File: src/rtl/fma_nrm_rnd.sv
// fma_nrm_rnd: FMA normalise/round/pack stage, three pipeline stages (LZC, shift, round)
// with a global stall that freezes every stage while the result is held.
module fma_nrm_rnd #(
    parameter int FW = 82,
    parameter int EW = 13
) (
    input  logic          clk,
    input  logic          reset,
    input  logic          in_valid,
    output logic          in_ready,
    input  logic          in_sign,
    input  logic [EW-1:0] in_exp,
    input  logic [FW-1:0] in_frac,
    input  logic          in_sticky,
    input  logic          in_nan,
    input  logic          in_inv,
    input  logic          in_inf,
    input  logic [2:0]    in_rm,
    output logic          out_valid,
    input  logic          out_ready,
    output logic [63:0]   rslt,
    output logic [4:0]    flag
);
    localparam int LW = $clog2(FW + 1);

    logic en;
    assign en       = !(out_valid && !out_ready);
    assign in_ready = en;

    logic [LW-1:0] lz;
    logic [EW:0]   e0;
    always_comb begin
        lz = LW'(FW);
        for (int i = 0; i < FW; i++)
            if (in_frac[i]) lz = LW'(FW - 1 - i);
    end
    assign e0 = {in_exp[EW-1], in_exp} + (EW+1)'(1) - (EW+1)'(lz);

    logic          v1, s1_sign, s1_sticky, s1_nan, s1_inv, s1_inf;
    logic [2:0]    s1_rm;
    logic [FW-1:0] s1_frac;
    logic [LW-1:0] s1_lz;
    logic [EW:0]   s1_e;
    logic [EW-1:0] s1_exp;

    // Subnormal results align to the fixed 2^-1074 grid: shift by the raw exponent instead of L.
    logic          nrm, rgt, lost;
    logic [EW-1:0] neg;
    logic [LW-1:0] rsh, lsh;
    logic [FW-1:0] sh;
    assign nrm  = !s1_e[EW] && s1_e != '0 && s1_frac != '0;
    assign rgt  = !nrm && s1_exp[EW-1];
    assign neg  = EW'(0) - s1_exp;
    assign rsh  = (neg > EW'(FW)) ? LW'(FW) : LW'(neg);
    assign lsh  = nrm ? s1_lz : LW'(s1_exp);
    assign sh   = rgt ? (s1_frac >> rsh) : (s1_frac << lsh);
    assign lost = rgt && |(s1_frac & ~({FW{1'b1}} << rsh));

    logic        v2, s2_sign, s2_g, s2_s, s2_tiny, s2_zero, s2_nan, s2_inv, s2_inf;
    logic [2:0]  s2_rm;
    logic [52:0] s2_m;
    logic [EW:0] s2_ef;

    // Exponent field is stored minus one so the hidden bit of a normal mantissa restores it,
    // and a subnormal whose rounding carries into the hidden bit lands on exponent 1.
    logic          rne, inc, nx, of, ovf_inf;
    logic [EW+52:0] sum;
    logic [EW:0]   fe;
    logic [63:0]   r3;
    logic [4:0]    f3;
    assign rne     = s2_rm == 3'd0 || s2_rm > 3'd4;
    assign nx      = s2_g || s2_s;
    assign inc     = s2_rm == 3'd1 ? 1'b0 :
                     s2_rm == 3'd2 ? s2_sign && nx :
                     s2_rm == 3'd3 ? !s2_sign && nx :
                     s2_rm == 3'd4 ? s2_g :
                     s2_g && (s2_s || s2_m[0]);
    assign sum     = {s2_ef, 52'b0} + (EW+53)'(s2_m) + (EW+53)'(inc);
    assign fe      = sum[EW+52:52];
    assign of      = !fe[EW] && fe >= (EW+1)'(2047);
    assign ovf_inf = rne || s2_rm == 3'd4 || (s2_rm == 3'd2 && s2_sign) || (s2_rm == 3'd3 && !s2_sign);
    assign r3 = s2_nan  ? 64'h7FF8_0000_0000_0000 :
                s2_inf  ? {s2_sign, 11'h7FF, 52'b0} :
                s2_zero ? {s2_sign, 63'b0} :
                of      ? (ovf_inf ? {s2_sign, 11'h7FF, 52'b0} : {s2_sign, 63'h7FEF_FFFF_FFFF_FFFF}) :
                {s2_sign, sum[62:0]};
    assign f3 = (s2_nan || s2_inf || s2_zero) ? {s2_inv, 4'b0} :
                {s2_inv, 1'b0, of, s2_tiny && nx && !of, nx || of};

    always_ff @(posedge clk or negedge reset) begin
        if (!reset) begin
            v1        <= 1'b0;
            v2        <= 1'b0;
            out_valid <= 1'b0;
            rslt      <= '0;
            flag      <= '0;
        end else if (en) begin
            v1        <= in_valid;
            v2        <= v1;
            out_valid <= v2;
            rslt      <= r3;
            flag      <= f3;
        end
    end

    always_ff @(posedge clk) begin
        if (en) begin
            s1_sign   <= in_sign;
            s1_sticky <= in_sticky;
            s1_nan    <= in_nan;
            s1_inv    <= in_inv;
            s1_inf    <= in_inf;
            s1_rm     <= in_rm;
            s1_frac   <= in_frac;
            s1_lz     <= lz;
            s1_e      <= e0;
            s1_exp    <= in_exp;
            s2_sign   <= s1_sign;
            s2_nan    <= s1_nan;
            s2_inv    <= s1_inv;
            s2_inf    <= s1_inf;
            s2_rm     <= s1_rm;
            s2_m      <= sh[FW-1 -: 53];
            s2_g      <= sh[FW-54];
            s2_s      <= |sh[FW-55:0] || s1_sticky || lost;
            s2_ef     <= nrm ? s1_e - (EW+1)'(1) : '0;
            s2_tiny   <= !nrm;
            s2_zero   <= s1_frac == '0 && !s1_sticky;
        end
    end
endmodule
File: config.mk
export PLATFORM = sky130hd
export DESIGN_NAME = fma_nrm_rnd
export DESIGN_NICKNAME = d
export VERILOG_FILES = /design/src/rtl/fma_nrm_rnd.sv
export SDC_FILE = /design/constraint.sdc
export NUM_CORES = 1
export LEC_CHECK = 0
export ABC_AREA = 1
export BUFFER_PORTS_ARGS = -buffer_cell sky130_fd_sc_hd__buf_2
export CAP_MARGIN = 20
export CORE_ASPECT_RATIO = 0.8
export CORE_UTILIZATION = 25
export CTS_CLUSTER_DIAMETER = 30
export DETAILED_ROUTE_END_ITERATION = 8
export GPL_TIMING_DRIVEN = 0
export HOLD_SLACK_MARGIN = 0.1
export PLACE_DENSITY = 0.44
export SLEW_MARGIN = 10
export SYNTH_ARGS = -nofsm -noshare
export SYNTH_HDL_FRONTEND = slang
export SYNTH_SLANG_ARGS = --single-unit
File: constraint.sdc
create_clock -name clk -period 30.1 [get_ports clk]
set_input_delay 6.02 -clock clk [delete_from_list [all_inputs] [get_ports clk]]
set_output_delay 6.02 -clock clk [all_outputs]
set_load 0.05 [all_outputs]
* Yosys cells after proc, flatten, opt, wreduce, memory -nomap -nowiden
Cells that the tools add are included.
** Cells by class
- Add/sub/neg operators :: 6
- $lt $le $gt $ge :: 3
- Equal/unequal tests :: 4
- Shift-type cells :: 3
- Muxes and demuxes :: 95
- Bitwise gates (word level) :: 2
- Reductions and logical operators :: 39
** Operators with widths (number)
- $mux W7 :: 82
- $mux W63 :: 3
- $and A82 B82 Y82 :: 1
- $logic_not A82 Y1 :: 1
- $mux W82 :: 1
- $not A82 Y82 :: 1
- $reduce_bool A82 Y1 :: 1
- $reduce_or A82 Y1 :: 1
- $shl A82 B7 Y82 :: 1
- $shl A82 B7 Y82 const A :: 1
- $shr A82 B7 Y82 :: 1
- $add A66 B1 Y66 :: 1
- $add A66 B53 Y66 :: 1
- $mux W64 :: 1
- $mux W53 :: 1
- $reduce_or A28 Y1 :: 1
- $add A13 B2 Y14 const B :: 1
- $ge A14 B11 Y1 const B :: 1
- $logic_and A1 B1 Y1 :: 14
- $reduce_bool A14 Y1 :: 1
- $sub A14 B1 Y14 const B :: 1
- $sub A14 B7 Y14 :: 1
- $gt A13 B7 Y1 const B :: 1
- $sub A1 B13 Y13 const A :: 1
- 10 further kinds :: 32
** Storage, ports and cells
- Bits in registers :: 274
- Input port bits :: 107
- Output and inout bits :: 71
- Logic and storage cells :: 178

* Depth between registers and ports, before layout
Gate-level depths: netlist (run 1).
- Depth in word-level cells :: 83
- Mapped depth :: 98
- Gate-level depth less buffers :: 98

* Least setup slack after synthesis (run 1)
OpenSTA, ideal clock, no wires.
- Path type :: input port to output port
- From :: input port out_ready
- To :: output port in_ready
- Arrival time :: 12.252 ns
- Data required time :: 24.080 ns
- Setup slack :: 11.828 ns
- Cell stages on the path :: 3
- Buffers on the path :: 1
- Path through :: nor2_1 -> clkinv_1 -> clkbuf_1
** Between the ends
- Cells in the longest elaborated chain, start to end :: 3
** Ends and longest elaborated chain
- start, declared :: line 20 : input logic out_ready,
- $logic_not A1 Y1 :: line 27 : assign en = !(out_valid && !out_ready);
- $logic_and A1 B1 Y1 :: line 27
- $logic_not A1 Y1 :: line 27
- end, declared :: line 10 : output logic in_ready,
No other way between the ends.

* Final worst setup path (run 1)
Same ends and word-level chain as after synthesis.

==> results of run 1 <==
==> through the flow <==
step | instance area, sq um | power [mW] | utilization
after floorplan | 23800 | 1.25 | -
after global placement | 26200 | 1.70 | 0.280
after detailed placement | 26400 | 1.68 | 0.282
after CTS | 28800 | 2.45 | 0.308
after global routing | 28800 | 2.59 | 0.308
final | 28800 | 2.47 | 0.308
==> layout by cell type (no fill, tap or decap), types with 20 or more instances in the layout <==
cell type,count
nand3_1,94
dfrtp_1,71
clkbuf_1,155
buf_1,39
nand4_1,35
xor2_1,29
buf_2,177
mux2i_1,22
a31oi_1,20
a21oi_1,116
edfxtp_1,202
clkbuf_16,70
o211ai_1,36
nor4_1,35
nand2_1,1103
inv_1,512
nor3_1,59
ha_1,25
nor2_1,239
o21ai_0,731
==> layer usage <==
metal	up-vias	routed length (um)	global-route usage
met5	-	0	0
li1	13000	-	-
met4	0	3360	0.0728
met2	1274	51200	0.370
met1	13100	59400	0.376
met3	162	11400	0.0530
==> state kept, by name (all words and copies together) (netlist names), 3 cells and up <==
| register | flops |
|---|---|
| s1_frac | 82 |
| rslt | 64 |
| s2_m | 53 |
| s1_e | 14 |
| s2_ef | 14 |
| s1_exp | 13 |
| s1_lz | 7 |
| flag | 4 |
| s1_rm | 3 |
| s2_rm | 3 |
==> logic make-up (layout without fill, tap and decap cells) <==
group,count (synthesis),count (layout),share of synthesized area
buffers and inverters,728,1039,0.117
adder cells (fa/ha/maj),26,26,0.0140
multiplexers,22,22,0.00924
other,1,3,0.000157
XOR/XNOR,43,43,0.0158
AO/OA/AOI/OAI,1027,1027,0.236
flip-flops,273,273,0.329
AND/OR/NAND/NOR,1617,1617,0.279
==> area by class of cell <==
cell class	instances	area (sq um)
diodes	2	5.00
plain buffers	199	795
clock buffers	86	1900
clock inverters	37	504
fillers	10500	64900
inverters	529	1990
multi-input cells	2736	13200
flip-flops and latches	273	7840
well taps	1224	1530
repair buffers	188	1060
==> synthesized netlist by cell type, drive strengths merged, types with 2 or more instances <==
library cell and count:
nand2 1107, o21ai 739, inv 524, nor2 252
edfxtp 202, clkbuf 149, a21oi 116, nand3 95
dfrtp 71, nor3 62, buf 50, nor4 37
nand4 36, o211ai 36, xor2 29, ha 25
mux2i 22, a31oi 20, o221ai 18, o22ai 16
xnor2 14, or2 12, a2111oi 9, o2111ai 9
a21o 7, a311oi 6, nor3b 6, o31ai 6
a211oi 5, a221oi 5, clkinv 5, o21bai 5
a31o 4, a32o 4, a22o 3, a22oi 3
a32oi 3, nand3b 3, o311ai 3, a21boi 2
and3 2, o21a 2, o32ai 2, o41ai 2
or3 2
==> power groups by stage <==
stage	sequential, mW	clock (mW)	combinational (mW)
after global placement	0.649	0	1.05
final	0.622	0.760	1.09
after floorplan	0.690	0	0.559
after global routing	0.634	0.795	1.17
after detailed placement	0.627	0	1.05
after CTS	0.622	0.777	1.06
==> critical path: cells and delay by family <==
| kind | cells | cell delay, ps |
|---|---|---|
| buf+inv | 5 | 1620 |
| simple gates | 1 | 320 |
==> final timing paths <==
check                               start       end  cells past startpoint
worst max-delay path            out_ready  in_ready                      6
worst min-delay path             s1_rm[2]  s2_rm[2]                      0
worst max register to register  s1_exp[0]      s2_s                     28
worst min register to register   s1_rm[2]  s2_rm[2]                      0
max in group asynchronous           reset  rslt[60]                      2
min in group asynchronous           reset  rslt[26]                      1
==> results.json, run 1 <==
{
  "outcome": "finished clean",
  "post-synth-top-area-fraction": 0.255,
  "switching_power_mw": 1.16,
  "ys.flop_type": "edfxtp_1",
  "syn_area_sq_um": 23800,
  "critPathSlowestCell": "clkbuf_4",
  "fin_setup_tns_ps": 0,
  "crit_path_cell_trace": "buf_2, nor2_1, clkinv_1, clkbuf_4, buf_16, buf_2",
  "routed_wl_um": 125000,
  "synth_top_cell_by_area": "edfxtp_1",
  "port-buffer-count": 176,
  "report.final.slew_viol_count": 0,
  "max_clock_freq_mhz": 71.2,
  "final.min_clock_period_ps": 14040,
  "setup-violations-final": 0,
  "power_frac_seq": 0.252,
  "setup_slack_ps": 16060,
  "synth.area.top_cells": "edfxtp_1 25%, nand2_1 17%, o21ai_0 15%",
  "drt_iter0_drc": 3200,
  "ir_worst_vdd_uv": 37.4,
  "cts_repair_resize_count": 0,
  "timing.critical_path.slowest_cell_delay_ps": 550,
  "setup.worst_path.start_class": "input port",
  "min_path_type": "reg -> reg",
  "crit_path_max_fanout": 56,
  "arrival_time_worst_endpoint_ps": 8020,
  "synthDistinctLibCells": 66,
  "yosys_register_bits": 273,
  "gp_routability_congestion": 1.01,
  "cts_setup_buffers": 0,
  "pwr-share-comb": 0.440,
  "cts_inserted_buffers": 68,
  "critPathMostFrequentCell": "buf_2",
  "drv_cap": 0,
  "placement.setup.worst_slack_ps": 16060,
  "dpl.cell_count": 5148,
  "pin_count": 178,
  "timing_hold_violations_final": 0,
  "synthesis.yosys.warnings": 0,
  "avgSynthCellArea_sq_um": 6.38,
  "insertion_delay_ps": 640,
  "syn-instance-count": 3737,
  "grt_antenna_before_repair": 4,
  "grt_setup_unrepaired": "false",
  "drt-wirelength-per-cell_um": 23.8,
  "grt_pass1_wl_um": 180000,
  "ctsLongestPathBuffers": 3,
  "core-area_sq_um": 93700,
  "vias": 27400,
  "ratio_of_cells_with_drive_above_1_in_the_final_layout": 0.0907,
  "first_global_vias": 26000,
  "swShare": 0.469,
  "synth_enable_flop_cells": 202,
  "fp-row-count": 100,
  "initial_core_utilization": 0.254,
  "finalClockSkew_ps": 40.4,
  "die_w_um": 347,
  "detailedPlacementHpwl_um": 104000,
  "slew_headroom": 0.191,
  "drc": 0,
  "worst-setup-path-type": "in -> out",
  "cts_tree": "yes",
  "final_min_period_over_clock_period": 0.466,
  "timing.critical_path.required_ps": 24080,
  "rrSetupSlack_ps": 21260,
  "synth_seq_area_share": 0.329,
  "drtPass1Iterations": 7,
  "hold_ws_ps": 415,
  "die-height_um": 278,
  "globalRouteOverflowTotal": 0,
  "clk_pin_slew_ps": 40,
  "dieArea_sq_um": 96500,
  "global_route_total_usage_across_every_layer": 0.255,
  "cellInternalPower_mw": 1.31,
  "cts_hold_buf": 0,
  "clock_group_share_of_total_power": 0.308,
  "power_density_nw_per_um2": 85.6,
  "area_growth_syn_to_layout_pct": 21.0,
  "cts_htree_levels": 3,
  "cts_sinks": 273,
  "worst_tran_pin_value_ps": 1210,
  "cp-end-kind": "output pin",
  "static_leakage_nw": 12.8,
  "share_of_flip_flops_with_an_asynchronous_set_or_reset": 0.260,
  "buffer_type_at_the_clock_tree_root": "clkbuf_16",
  "postSynthNetCount": 3870,
  "vias_per_cell": 5.20,
  "final_antenna_net_count": 0,
  "final_cells": 5274,
  "grt_start_max_net_pins": 61,
  "nets": 4128
}
Power figures use the tool's default switching activity.
==> run 2: changes to the inputs <==
--- a/config.mk
+++ b/config.mk
@@ -5,7 +5,7 @@
 export SDC_FILE = /design/constraint.sdc
 export NUM_CORES = 1
 export LEC_CHECK = 0
-export ABC_AREA = 1
+export ABC_AREA = 0
 export BUFFER_PORTS_ARGS = -buffer_cell sky130_fd_sc_hd__buf_2
 export CAP_MARGIN = 20
 export CORE_ASPECT_RATIO = 0.8
@@ -14,7 +14,7 @@
 export DETAILED_ROUTE_END_ITERATION = 8
 export GPL_TIMING_DRIVEN = 0
 export HOLD_SLACK_MARGIN = 0.1
-export PLACE_DENSITY = 0.44
+export PLACE_DENSITY = 0.45
 export SLEW_MARGIN = 10
 export SYNTH_ARGS = -nofsm -noshare
 export SYNTH_HDL_FRONTEND = slang
==> constraint.sdc (replaced) <==
create_clock -name clk -period 11.95 [get_ports clk]
set_input_delay 2.39 -clock clk [delete_from_list [all_inputs] [get_ports clk]]
set_output_delay 2.39 -clock clk [all_outputs]
set_load 0.05 [all_outputs]
==> run 2 against run 1 <==
  * Final cell count decreased by 10%
  * Die area increased by 5.6%
  * Routed wire length increased by 29%
  * Clock-buffer cell count decreased by 6
  * Utilization decreased by 0.27 points
  * Combinational power increased to 3.2 times the previous value
  * First-iteration DRC count increased by 30%
  * Non-clock buffer count increased by 69
  * Synthesized cell count decreased by 17%
  * Critical path depth increased by 15
  * Critical path type is now reg -> reg
==> results.json, run 2 <==
{
  "outcome": "finished clean",
  "nets": 3489,
  "drc": 0,
  "arrival_time_worst_endpoint_ps": 10290,
  "ctsLongestPathBuffers": 3,
  "r2r.worst_path.cells": 21,
  "timing.critical_path.slowest_cell_delay_ps": 950,
  "fin_setup_tns_ps": 0,
  "final_antenna_net_count": 0,
  "final_min_period_over_clock_period": 0.836,
  "cts_setup_buffers": 0,
  "grt_pass1_wl_um": 221000,
  "port-buffer-count": 176,
  "hold_depth": 0,
  "timing_hold_violations_final": 0,
  "worst_tran_pin_value_ps": 1280,
  "crit_path_max_fanout": 11,
  "timing.critical_path.required_ps": 12260,
  "report.final.slew_viol_count": 0,
  "synth_seq_area_share": 0.312,
  "routed_wl_um": 161000,
  "synth.area.top_cells": "edfxtp_1 24%, mux2i_1 11%, dfrtp_1 7.1%",
  "largest-register": "s1_frac",
  "power_density_nw_per_um2": 231,
  "drtPass1Iterations": 8,
  "cts_htree_levels": 3,
  "static_leakage_nw": 11.8,
  "initial_core_utilization": 0.254,
  "syn-instance-count": 3095,
  "buffer_type_at_the_clock_tree_root": "clkbuf_16",
  "critPathSlowestCell": "buf_1",
  "layout.cells.most_common": "nand2_1",
  "syn_area_sq_um": 25200,
  "slew_headroom": 0.149,
  "largest_register_ff_count": 82,
  "crit_path_cell_trace": "buf_2, inv_1, clkbuf_1, buf_1, ha_1, nor4b_1, o2111a_1, or2_2, buf_2, buf_1, o2111ai_1, clkbuf_1, a211oi_1, a31oi_1, mux2i_1, mux2i_1, o21ai_0, nand4_1, o31ai_1, nand4_1, or3_1",
  "share_of_flip_flops_with_an_asynchronous_set_or_reset": 0.260,
  "final.min_clock_period_ps": 9980,
  "postSynthNetCount": 3228,
  "cts_repair_resize_count": 0,
  "yosys_register_bits": 273,
  "synthesis.yosys.warnings": 0,
  "synth_enable_flop_cells": 202,
  "cts_sinks": 273,
  "grt_start_max_net_pins": 59,
  "ys.flop_type": "edfxtp_1",
  "synth_top_cell_by_area": "edfxtp_1",
  "first_global_vias": 27700,
  "setup_slack_ps": 1970,
  "cts_inserted_buffers": 67,
  "vias": 29100,
  "cts_tree": "yes",
  "fp-row-count": 103,
  "detailedPlacementHpwl_um": 125000,
  "worst-setup-path-type": "reg -> reg",
  "die_w_um": 357,
  "placement.setup.worst_slack_ps": 2590,
  "die-height_um": 286,
  "post-synth-top-area-fraction": 0.241,
  "grt_antenna_before_repair": 8,
  "core-area_sq_um": 99200,
  "ratio_of_cells_with_drive_above_1_in_the_final_layout": 0.140,
  "avgSynthCellArea_sq_um": 8.13,
  "gp_routability_congestion": 1.04,
  "insertion_delay_ps": 630,
  "grt_setup_unrepaired": "false",
  "vias_per_cell": 6.17,
  "setup.worst_path.start_class": "flop",
  "globalRouteOverflowTotal": 0,
  "global_route_total_usage_across_every_layer": 0.307,
  "cts_hold_buf": 0,
  "dieArea_sq_um": 102000,
  "final_cell_mix": "376 x nand2_1, 316 x nor2_1, 267 x mux2i_1",
  "cp-end-kind": "flop",
  "clk_pin_slew_ps": 50,
  "min_path_type": "reg -> reg",
  "ir_worst_vdd_uv": 92.0,
  "synthDistinctLibCells": 100,
  "pin_count": 178,
  "largest_registers": "s1_frac: 82 flops, rslt: 64 flops, s2_m: 53 flops",
  "setup-violations-final": 0,
  "drt-wirelength-per-cell_um": 34.1,
  "area_growth_syn_to_layout_pct": 20.2,
  "drt_iter0_drc": 4171,
  "finalClockSkew_ps": 44.3,
  "synth.most_common_cell": "nand2_1",
  "synth.cells.most_frequent": "376 x nand2_1, 316 x nor2_1, 267 x mux2i_1",
  "max_clock_freq_mhz": 100,
  "drv_cap": 0,
  "hold_ws_ps": 417
}
run 2: area by class of cell:
type,instances,area [sq um]
buffer,264,1130
clock inverter,41,495
fill,10800,69000
tap,1312,1640
clock buffer,80,1790
timing repair buffer,192,1090
sequential,273,7840
antenna,2,5.00
inverter,66,248
multi-input combinational,2492,16000
run 2: stage by stage:
step | std cells | utilization | power, mW | instance area (sq um)
after floorplan | 3095 | - | 3.59 | 25200
after detailed placement | 4596 | 0.282 | 4.98 | 27900
after CTS | 4717 | 0.305 | 6.88 | 30200
after global placement | 4583 | 0.279 | 5.06 | 27700
after global routing | 4720 | 0.305 | 7.21 | 30300
final | 4722 | 0.305 | 7.00 | 30300
run 2: where the power goes:
group          internal [mW]  total [mW]  switching (mW)
Clock                   1.25        1.86           0.611
Combinational          0.968        3.51            2.55
Sequential              1.35        1.63           0.280
run 2: worst max-delay path, delay by kind of cell, from the launching register on:
kind	cells	cell delay, ps
buffers and inverters	7	3450
AOI/OAI and AO/OA	6	3010
and+or+nand+nor	5	1460
muxes	2	660
DFF	1	620
adders and majority gates	1	450
run 2: metal layers:
metal	global-route usage	part of all wire	vias up
li1	-	-	12300
met1	0.413	0.43	14500
met2	0.427	0.40	1923
met3	0.119	0.12	444
met4	0.143	0.051	8
met5	0	0.00035	-
run 2: cell families after synthesis:
family,share of synthesized area
muxes,0.135
xor gates and xnor gates,0.0281
DFF,0.312
buffers and inverters,0.0546
adders and majority gates,0.0140
other,0.000149
AOI/OAI and AO/OA,0.249
and+or+nand+nor,0.208
run 2: worst paths after layout:
| path | start | slack [ps] | end |
|---|---|---|---|
| worst min register to register | s1_inf | 420 | s2_inf |
| worst max-delay path | s1_exp[0] | 1970 | s2_s |
| worst min-delay path | s1_inf | 420 | s2_inf |
| min in group asynchronous | reset | 1660 | rslt[31] |
| max in group asynchronous | reset | 9700 | rslt[57] |
| worst max register to register | s1_exp[0] | 1970 | s2_s |
